[src/rtl/grid_vga_render.sv]
// grid_vga_render: renders a 16x16 occupancy grid onto a 640x480 VGA raster.
//   clk        : system clock (pixel rate is clk/4 via a 2-bit divider)
//   reset      : asynchronous, active-low
//   enable     : when low the divider, counters and outputs hold
//   grid_in    : 256-bit occupancy, cell (row r, col c) at bit c*16+r
//   hsync      : horizontal sync, active-low, registered
//   vsync      : vertical sync, active-low, registered
//   rgb        : {R,G,B} 4 bits each, registered
//   frame_tick : one-clk pulse on the clk where grid_in is snapshotted
// Raster geometry is parameterised; the defaults give standard 640x480@60.
// Optional macro GRID_LINES_EN draws 12'h444 lines at sub-cell offset 0.
module grid_vga_render #(
  parameter int unsigned CELL_PX      = 24,
  parameter int unsigned X_OFFSET     = 128,
  parameter int unsigned Y_OFFSET     = 48,
  parameter logic [11:0] FILL_RGB     = 12'hF80,
  parameter logic [11:0] EMPTY_RGB    = 12'h112,
  parameter int unsigned H_VISIBLE    = 640,
  parameter int unsigned H_SYNC_START = 656,
  parameter int unsigned H_SYNC_END   = 752,
  parameter int unsigned H_TOTAL      = 800,
  parameter int unsigned V_VISIBLE    = 480,
  parameter int unsigned V_SYNC_START = 490,
  parameter int unsigned V_SYNC_END   = 492,
  parameter int unsigned V_TOTAL      = 525
) (
  input  logic         clk,
  input  logic         reset,
  input  logic         enable,
  input  logic [255:0] grid_in,
  output logic         hsync,
  output logic         vsync,
  output logic [11:0]  rgb,
  output logic         frame_tick
);

  localparam int unsigned HW       = $clog2(H_TOTAL);
  localparam int unsigned VW       = $clog2(V_TOTAL);
  localparam int unsigned SW       = (CELL_PX > 1) ? $clog2(CELL_PX) : 1;
  localparam int unsigned FIELD_PX = 16 * CELL_PX;

  logic [1:0]    div_q, div_d;
  logic [HW-1:0] hcount_q, hcount_d;
  logic [VW-1:0] vcount_q, vcount_d;
  logic [SW-1:0] hsub_q, hsub_d, vsub_q, vsub_d;
  logic [3:0]    col_q, col_d, row_q, row_d;
  logic [255:0]  fb_q, fb_d;
  logic          hsync_q, hsync_d, vsync_q, vsync_d;
  logic [11:0]   rgb_q, rgb_d;

  logic          pix_tick, line_end, frame_end, snap;
  logic          in_vis, in_field;
  logic [11:0]   cell_rgb;
  int unsigned   h_int, v_int;

  always_comb begin
    h_int     = 32'(hcount_q);
    v_int     = 32'(vcount_q);
    pix_tick  = enable && (div_q == 2'd3);
    line_end  = (h_int == H_TOTAL - 1);
    frame_end = (v_int == V_TOTAL - 1);
    snap      = pix_tick && (h_int == 0) && (v_int == V_VISIBLE);
    in_vis    = (h_int < H_VISIBLE) && (v_int < V_VISIBLE);
    in_field  = (h_int >= X_OFFSET) && (h_int < X_OFFSET + FIELD_PX) &&
                (v_int >= Y_OFFSET) && (v_int < Y_OFFSET + FIELD_PX);
    cell_rgb  = fb_q[{col_q, row_q}] ? FILL_RGB : EMPTY_RGB;
`ifdef GRID_LINES_EN
    if ((hsub_q == '0) || (vsub_q == '0)) cell_rgb = 12'h444;
`endif
  end

  always_comb begin
    div_d    = div_q;
    hcount_d = hcount_q;
    vcount_d = vcount_q;
    hsub_d   = hsub_q;
    vsub_d   = vsub_q;
    col_d    = col_q;
    row_d    = row_q;
    fb_d     = fb_q;
    hsync_d  = hsync_q;
    vsync_d  = vsync_q;
    rgb_d    = rgb_q;
    if (enable) div_d = div_q + 2'd1;
    if (pix_tick) begin
      hcount_d = line_end ? '0 : hcount_q + 1'b1;
      // Sub-cell counters resynchronise when the raster enters the field, so
      // their values outside the field are don't-care.
      if (32'(hcount_d) == X_OFFSET) begin
        hsub_d = '0;
        col_d  = '0;
      end else if (32'(hsub_q) == CELL_PX - 1) begin
        hsub_d = '0;
        col_d  = col_q + 4'd1;
      end else begin
        hsub_d = hsub_q + 1'b1;
      end
      if (line_end) begin
        vcount_d = frame_end ? '0 : vcount_q + 1'b1;
        if (32'(vcount_d) == Y_OFFSET) begin
          vsub_d = '0;
          row_d  = '0;
        end else if (32'(vsub_q) == CELL_PX - 1) begin
          vsub_d = '0;
          row_d  = row_q + 4'd1;
        end else begin
          vsub_d = vsub_q + 1'b1;
        end
      end
      // Outputs describe the pixel the counters held before this tick.
      hsync_d = !((h_int >= H_SYNC_START) && (h_int < H_SYNC_END));
      vsync_d = !((v_int >= V_SYNC_START) && (v_int < V_SYNC_END));
      rgb_d   = (in_vis && in_field) ? cell_rgb : '0;
      if (snap) fb_d = grid_in;
    end
  end

  always_ff @(posedge clk or negedge reset) begin
    if (!reset) begin
      div_q    <= '0;
      hcount_q <= '0;
      vcount_q <= '0;
      hsub_q   <= '0;
      vsub_q   <= '0;
      col_q    <= '0;
      row_q    <= '0;
      fb_q     <= '0;
      hsync_q  <= 1'b1;
      vsync_q  <= 1'b1;
      rgb_q    <= '0;
    end else begin
      div_q    <= div_d;
      hcount_q <= hcount_d;
      vcount_q <= vcount_d;
      hsub_q   <= hsub_d;
      vsub_q   <= vsub_d;
      col_q    <= col_d;
      row_q    <= row_d;
      fb_q     <= fb_d;
      hsync_q  <= hsync_d;
      vsync_q  <= vsync_d;
      rgb_q    <= rgb_d;
    end
  end

  assign hsync      = hsync_q;
  assign vsync      = vsync_q;
  assign rgb        = rgb_q;
  assign frame_tick = snap;

endmodule

[config.mk]
export PLATFORM = sky130hd
export DESIGN_NAME = grid_vga_render
export DESIGN_NICKNAME = d
export VERILOG_FILES = /design/src/rtl/grid_vga_render.sv
export SDC_FILE = /design/constraint.sdc
export NUM_CORES = 1
export LEC_CHECK = 0
export CAP_MARGIN = 20
export CORE_UTILIZATION = 53
export CTS_CLUSTER_SIZE = 8
export DETAILED_ROUTE_END_ITERATION = 16
export PLACE_DENSITY = 0.87
export SYNTH_ARGS = -nofsm -noshare
export SYNTH_HDL_FRONTEND = slang
export SYNTH_SLANG_ARGS = --single-unit
[constraint.sdc]
create_clock -name clk -period 2.8 [get_ports clk]
set_input_delay 0.56 -clock clk [delete_from_list [all_inputs] [get_ports clk]]
set_output_delay 0.56 -clock clk [all_outputs]
set_load 0.01 [all_outputs]
**Word level (Yosys, flattened, before mapping)**

Cells that the tools add are included.

- Add/subtract/negate cells: 7
- $lt $le $gt $ge: 11
- Equal/unequal tests: 8
- Mux-type cells: 14
- Reduce and logical (&&, ||, !) cells: 19

Operators by type and width:

| cell | number |
|---|---|
| $lt 10x10->1 const B | 3 |
| $lt 10x9->1 const B | 3 |
| $mux 12 | 2 |
| $add 10x1->10 const B | 2 |
| $eq 10x10->1 const B | 2 |
| $mux 10 | 2 |
| $mux 5 | 4 |
| $mux 4 | 4 |
| $add 5x1->5 const B | 2 |
| $eq 10x6->1 const B | 1 |
| $eq 10x8->1 const B | 1 |
| $eq 10x9->1 const B | 1 |
| $eq 5x5->1 const B | 2 |
| $ge 10x10->1 const B | 1 |
| $ge 10x6->1 const B | 1 |
| $ge 10x8->1 const B | 1 |
| $ge 10x9->1 const B | 1 |
| $logic_and 1x1->1 | 10 |
| $logic_not 10->1 | 1 |
| $lt 8x9->1 const B | 1 |
| $add 4x1->4 const B | 2 |
| $bmux 1 s8 | 1 |
| $reduce_and 2->1 | 3 |
| $reduce_bool 2->1 | 2 |
| other kinds (5) | 6 |

- Register bits: 310
- Input port bits: 259
- Output and inout port bits: 15
- Logic and storage cells: 70

**Longest topological paths before layout**

Gate-level depths: netlist (run 1).

- Depth after elaboration: 6
- Gate-level depth with buffers: 12
- Gate-level depth less buffers: 10

**Worst setup path before layout (run 1)**

OpenSTA, ideal clock, no wires.

- Kind: reg2reg
- From: register row_q[0]
- To: register rgb_q[10], in the netlist rgb[10]
- Library setup time: 0.127 ns
- Arrival: 2.429 ns
- Required time: 2.673 ns
- Path slack: 0.244 ns
- Cell stages (with the launch flop): 12
- Path buffers: 4
- Clock period less this slack: 2.556 ns
- Path through: dfrtp_1 > buf_4 > buf_4 > buf_2 > buf_4 > mux4_2 > mux2i_1 > a21oi_1 > a22oi_1 > o21bai_1 > o211ai_1 > o21ai_0

- Cells in the longest elaborated chain, start to end: 4

Ends and longest elaborated chain:

| element | line | text |
|---|---|---|
| start, declared | 46 | `logic [3:0] col_q, col_d, row_q, row_d;` |
| start signal, assigned | 138 | `row_q <= row_d;` |
| $bmux 1 s8 | 66 | `cell_rgb = fb_q[{col_q, row_q}] ? FILL_RGB : EMPTY_RGB;` |
| $mux 1 (not written as such) | 66 |  |
| $mux 12 | 66 |  |
| $mux 12 | 113 | `rgb_d = (in_vis && in_field) ? cell_rgb : '0;` |
| end signal, assigned | 142 | `rgb_q <= rgb_d;` |
| end, declared | 49 | `logic [11:0] rgb_q, rgb_d;` |

No other way between the ends. The select of a mux whose other input is x is not followed.
A chain may end at the register's enable or synchronous reset.

**Worst setup path in the final report (run 1)**

Ends and elaborated chain as after synthesis.

==> results.sh, run 1 <==
export IMPL_status="finished, final reports clean"
export IMPL_fmax_ghz=0.363
export IMPL_p_leak_nw=9.22
export IMPL_crit_fanout=4
export IMPL_start_kind="flip-flop"
export IMPL_synth_top_flop_cell="dfrtp_1"
export IMPL_clk_path_buf_depth=3
export IMPL_fin_crit_ps=2760
export IMPL_final_antenna_net_count=0
export IMPL_tns_ps=0
export IMPL_clk_pin_slew_ps=50
export IMPL_cts_tree="yes"
export IMPL_clock_sinks=301
export IMPL_htree_levels=2
export IMPL_slew_viol_final=0
export IMPL_cp_arrival_ps=3160
export IMPL_hpwl_um=27900
export IMPL_numCtsBuffers=43
export IMPL_fill_cells=1777
export IMPL_ys_seq_area_share_pct=52.4
export IMPL_area_sequential_um2=7550
export IMPL_hold_buffers=0
export IMPL_overflow=0
export IMPL_r2r_setup_slack_ps=40
export IMPL_start_util_pct=54.6
export IMPL_layout_common_cells="nand2_1, dfrtp_1, clkdlybuf4s50_1"
export IMPL_coreArea_um2=26400
export IMPL_grt_max_degree=132
export IMPL_setup_violations_final=0
export IMPL_n_antenna_cell=0
export IMPL_die_area_um2=27800
export IMPL_area_growth_pct=30.7
export IMPL_critPathKind="flip-flop to flip-flop"
export IMPL_grt_pass1_vias=12700
export IMPL_hp_class="input port to async pin"
export IMPL_syn_area_per_cell_um2=9.02
export IMPL_cts_root_buffer_cell="clkbuf_16"
export IMPL_skew_ps=14.1
export IMPL_synthArstFlopShare_pct=100
export IMPL_synth_edf_count=0
export IMPL_grt_pass1_wl_um=64600
export IMPL_slew_headroom_pct=39.9
export IMPL_power_density_nw_per_um2=535
export IMPL_grt_antenna_before_repair=0
export IMPL_hold_violations=0
export IMPL_worstReg2RegStart="row_q[0]$_DFFE_PN0P_"
export IMPL_syn_inst=1596
export IMPL_port_buffers=268
export IMPL_drc=0
export IMPL_gp_congestion=0.887
export IMPL_placed_cells=2144
export IMPL_grt_util_all_layers_pct=29.6
export IMPL_cap_violations=0
export IMPL_fin_cells=2205
export IMPL_via_per_inst=5.71
export IMPL_ys_warn_count=0
export IMPL_cp_end_kind="flip-flop"
export IMPL_drtIter0Drc=1229
export IMPL_ir_drop_mv=0.369
export IMPL_nets=2130
export IMPL_ff2ff_path_depth=8
export IMPL_rows=59
export IMPL_period_share_pct=98.5
export IMPL_dieWidth_um=167
export IMPL_pin_count=274
export IMPL_ys_ff_latch=301
export IMPL_wl_per_cell_um=18.5
export IMPL_die_h_um=167
export IMPL_synth_cell_area_um2=14400
export IMPL_r2r_end="rgb[10]$_DFFE_PN0P_"
export IMPL_crit_required_ps=3200
export IMPL_synth_cell_types=61
export IMPL_final_common_cell="nand2_1"
export IMPL_routed_wl_um=40900
export IMPL_vias=12600
export IMPL_first_pass_iters=5
export IMPL_multi_input_area_um2=6400
export IMPL_drive_gt1_share_pct=10.3
export IMPL_worst_pin_slew_ps=900
export IMPL_clk_latency_ps=530
## per-stage QoR
step	total power, mW	setup slack, ps	hold slack [ps]	area, µm²	util (%)
after global routing	10.4	-7.72	47.9	18800	71.4
after global placement	5.54	4.23	443	17600	66.6
after detailed placement	5.57	-17.8	452	17600	66.6
after CTS	10.1	3.00	49.0	18800	71.2
final	10.1	41.9	2.63	18800	71.4
after floorplan	4.91	244	264	14400	-
## critical path, cell delays in order, from the launching register on
cell and delay (ps):
dfrtp_4 430, buf_4 190, mux4_2 550, mux4_2 510, nand2_1 90, a22oi_1 100
or4b_4 510, o211ai_1 130, o21ai_0 100
## layout make-up
cell class,count,share of cell area [%]
multi-input combinational,1176,34.0
timing repair buffer,326,17.3
inverter,13,0.259
tap,335,2.23
clock inverter,3,0.200
sequential,301,40.1
clock buffer,51,5.88
## cells in the mapped netlist (all sizes together), types with 5 or more instances
cell type | instances | share of area (%)
mux2i | 21 | 1.5
nor4 | 7 | 0.51
nor2 | 31 | 0.83
nand2 | 837 | 22
mux4 | 54 | 8.4
a31oi | 11 | 0.48
xor2 | 6 | 0.37
a22o | 6 | 0.37
inv | 13 | 0.34
nor3 | 8 | 0.28
buf | 30 | 1.3
nor2b | 5 | 0.22
o21ai | 49 | 1.7
a22oi | 17 | 0.89
ha | 10 | 0.87
a21oi | 15 | 0.55
clkbuf | 80 | 2.1
dfrtp | 299 | 52
nand3 | 21 | 0.73
mux2 | 7 | 0.55
## logic make-up (layout without fill, tap and decap cells)
group                    Yosys count  count (layout)  synth area share [%]
buffers and inverters            123             393                  3.76
AO/OA/AOI/OAI                    126             126                  5.64
AND/OR/NAND/NOR                  943             943                  26.3
XOR/XNOR                          10              10                 0.609
other                              1               5                0.0261
adder cells (fa/ha/maj)           10              10                 0.869
flip-flops                       301             301                  52.4
multiplexers                      82              82                  10.5
## routing by layer
| layer | share of wire [%] | up-vias | global-route usage, % |
|---|---|---|---|
| met5 | 0 | - | 0 |
| met4 | 5.5 | 0 | 15.7 |
| met3 | 6.9 | 163 | 4.30 |
| met2 | 50 | 610 | 50.5 |
| met1 | 38 | 6080 | 36.6 |
| li1 | - | 5731 | - |
## how the worst max path moves through the flow
stage | slack [ps] | depth (start not counted) | start | to
floorplan | 240 | 11 | row_q[0]$_DFFE_PN0P_ | rgb[10]$_DFFE_PN0P_
global placement | 4 | 5 | enable | frame_tick
detailed placement | -20 | 9 | row_q[0]$_DFFE_PN0P_ | rgb[4]$_DFFE_PN0P_
CTS | 3 | 5 | vcount_q[0]$_DFFE_PN0P_ | frame_tick
global route | -8 | 8 | row_q[0]$_DFFE_PN0P_ | rgb[10]$_DFFE_PN0P_
finish | 40 | 8 | row_q[0]$_DFFE_PN0P_ | rgb[10]$_DFFE_PN0P_
## what timing repair did
action,CTS,global route
pin swaps,0,1
setup buffers,3,4
setup endpoints to repair,3,5
cloned,0,0
resized for setup,10,8
## report_power, final
group          internal (mW)  switching (mW)
sequential              4.45           0.121
combinational          0.525           0.431
clock                   2.74            1.79
## state kept, by name (all words and copies together) (netlist names)
register / flops
hsync: 1
hcount_q: 10
vcount_q: 10
div_q: 2
hsub_q: 5
fb_q: 256
vsub_q: 5
row_q: 4
rgb: 3
col_q: 4
vsync: 1
(Power assumes the default switching activity.)
==> run 2, diff against run 1 <==
- SKIP_LAST_GASP: not set -> 1
==> results.sh, run 2 (synthesis gave the netlist of run 1 again) <==
export IMPL_status="finished, final reports clean"
export IMPL_cp_arrival_ps=3160
export IMPL_fin_crit_ps=2750
export IMPL_hold_buffers=0
export IMPL_drc=0
export IMPL_fill_cells=1778
export IMPL_layout_common_cells="nand2_1, dfrtp_1, clkdlybuf4s50_1"
export IMPL_wl_met1_um=15500
export IMPL_routed_wl_um=41000
export IMPL_drtIter0Drc=1261
export IMPL_drive_gt1_share_pct=10.3
export IMPL_numCtsBuffers=43
export IMPL_wl_met2_um=20300
export IMPL_start_util_pct=54.6
export IMPL_cp_top_family="multiplexers"
export IMPL_skew_ps=16.7
export IMPL_gp_congestion=0.887
export IMPL_r2r_end="rgb[10]$_DFFE_PN0P_"
export IMPL_crit_start="row_q[0]$_DFFE_PN0P_"
export IMPL_hold_violations=0
export IMPL_slew_headroom_pct=40.5
export IMPL_crit_required_ps=3200
export IMPL_placed_cells=2144
export IMPL_cts_tree="yes"
export IMPL_port_buffers=268
export IMPL_postLayoutSetupSlackWorst_ps=46.1
export IMPL_area_growth_pct=30.6
export IMPL_power_density_nw_per_um2=536
export IMPL_wl_per_cell_um=18.6
export IMPL_reg_top3="fb_q x256, hcount_q x10, vcount_q x10"
export IMPL_nets=2130
export IMPL_pin_count=274
export IMPL_p_leak_nw=9.22
export IMPL_worstReg2RegStart="row_q[0]$_DFFE_PN0P_"
export IMPL_r2r_setup_slack_ps=50
export IMPL_regMostFlops="fb_q"
export IMPL_grt_util_all_layers_pct=29.6
export IMPL_dieWidth_um=167
export IMPL_via_per_inst=5.70
export IMPL_crit_fanout=4
export IMPL_tns_ps=0
export IMPL_coreArea_um2=26400
export IMPL_final_common_cell="nand2_1"
export IMPL_cp_end_kind="flip-flop"
export IMPL_path_cells="buf_4, mux4_2, mux4_2, nand2_1, a22oi_1, or4b_4, o211ai_1, o21ai_0"
export IMPL_grt_max_degree=132
export IMPL_path_buf_inv=1
export IMPL_dp_slack_ps=-17.8
export IMPL_power_mw=10.1
export IMPL_hpwl_um=27900
export IMPL_final_antenna_net_count=0
export IMPL_hold_slack_ps=4.72
export IMPL_vias=12600
export IMPL_critPathKind="flip-flop to flip-flop"
export IMPL_grt_pass1_vias=12700
export IMPL_cp_endpoint="rgb[10]$_DFFE_PN0P_"
export IMPL_period_share_pct=98.4
export IMPL_hp_class="input port to async pin"
export IMPL_slew_viol_final=0
export IMPL_top_layer="met4"
export IMPL_setup_violations_final=0
export IMPL_clk_path_buf_depth=3
export IMPL_slowest_delay_ps=550
export IMPL_n_antenna_cell=0
export IMPL_rows=59
export IMPL_cp_slowest_cell="mux4_2"
export IMPL_clk_pin_slew_ps=50
export IMPL_crit_cells=8
export IMPL_fmax_ghz=0.363
export IMPL_die_area_um2=27800
export IMPL_cts_root_buffer_cell="clkbuf_16"
export IMPL_worst_pin_slew_ps=891
export IMPL_cap_violations=0
export IMPL_htree_levels=2
export IMPL_fin_cells=2205
export IMPL_clk_latency_ps=530
export IMPL_die_h_um=167
export IMPL_grt_pass1_wl_um=64600
export IMPL_ir_drop_mv=0.368
export IMPL_largest_reg_flops=256
export IMPL_clock_sinks=301
export IMPL_crit_top_cell="mux4_2"
export IMPL_overflow=0
export IMPL_grt_antenna_before_repair=0
export IMPL_ff2ff_path_depth=8
export IMPL_first_pass_iters=7
export IMPL_start_kind="flip-flop"
export IMPL_wl_met3_um=2840
## run 2: cell types whose count changed in the layout (fill, tap and decap cells not counted)
cell / before / now
nor4_4: 3 / 2
nor4_2: 1 / 2
## run 2: where the power goes
| part | internal, mW | leakage (nW) | switching, mW |
|---|---|---|---|
| Clock | 2.74 | 0.557 | 1.80 |
| Combinational | 0.526 | 4.50 | 0.431 |
| Sequential | 4.45 | 4.16 | 0.123 |
## run 2: worst min path at each step
stage / slack, ps / depth (start not counted) / endpoint
floorplan: 260 / 0 / col_q[0]$_DFFE_PN0P_
global placement: 440 / 2 / fb_q[59]$_DFFE_PN0P_
detailed placement: 450 / 2 / fb_q[222]$_DFFE_PN0P_
CTS: 50 / 1 / fb_q[20]$_DFFE_PN0P_
global route: 50 / 1 / fb_q[20]$_DFFE_PN0P_
finish: 5 / 1 / fb_q[20]$_DFFE_PN0P_
## run 2: through the flow
stage          area [µm²]  util [%]
2_1_floorplan       14400         -
3_3_place_gp        17600      66.6
3_5_place_dp        17600      66.6
4_1_cts             18700      71.1
5_1_grt             18800      71.3
6_report            18800      71.3
## run 2: cell type report
type                       instances  area [µm²]  share of cell area [%]
clock inverter                     3        37.5                   0.200
tap                              335         419                    2.23
timing repair buffer             326        3250                    17.3
multi-input combinational       1176        6390                    34.0
inverter                          13        48.8                   0.260
sequential                       301        7550                    40.1
clock buffer                      51        1110                    5.88
## run 2: what timing repair did
action,in CTS,in global routing
buffers inserted,3,4
gates resized for setup,8,9
endpoints found under the setup margin,3,5
pin swaps,0,1
## run 2: worst reg2reg max path: stages, from the launching register on
cell      delay (ps)
dfrtp_4          430
buf_4            190
mux4_2           560
mux4_2           510
nand2_1           90
a22oi_1          100
or4b_4           510
o211ai_1         130
o21ai_0          100
## run 2: per-layer routing
metal,global-route usage [%],vias up
met5,0,-
met4,15.7,0
met3,4.30,174
met2,50.5,638
met1,36.6,6031
li1,-,5730
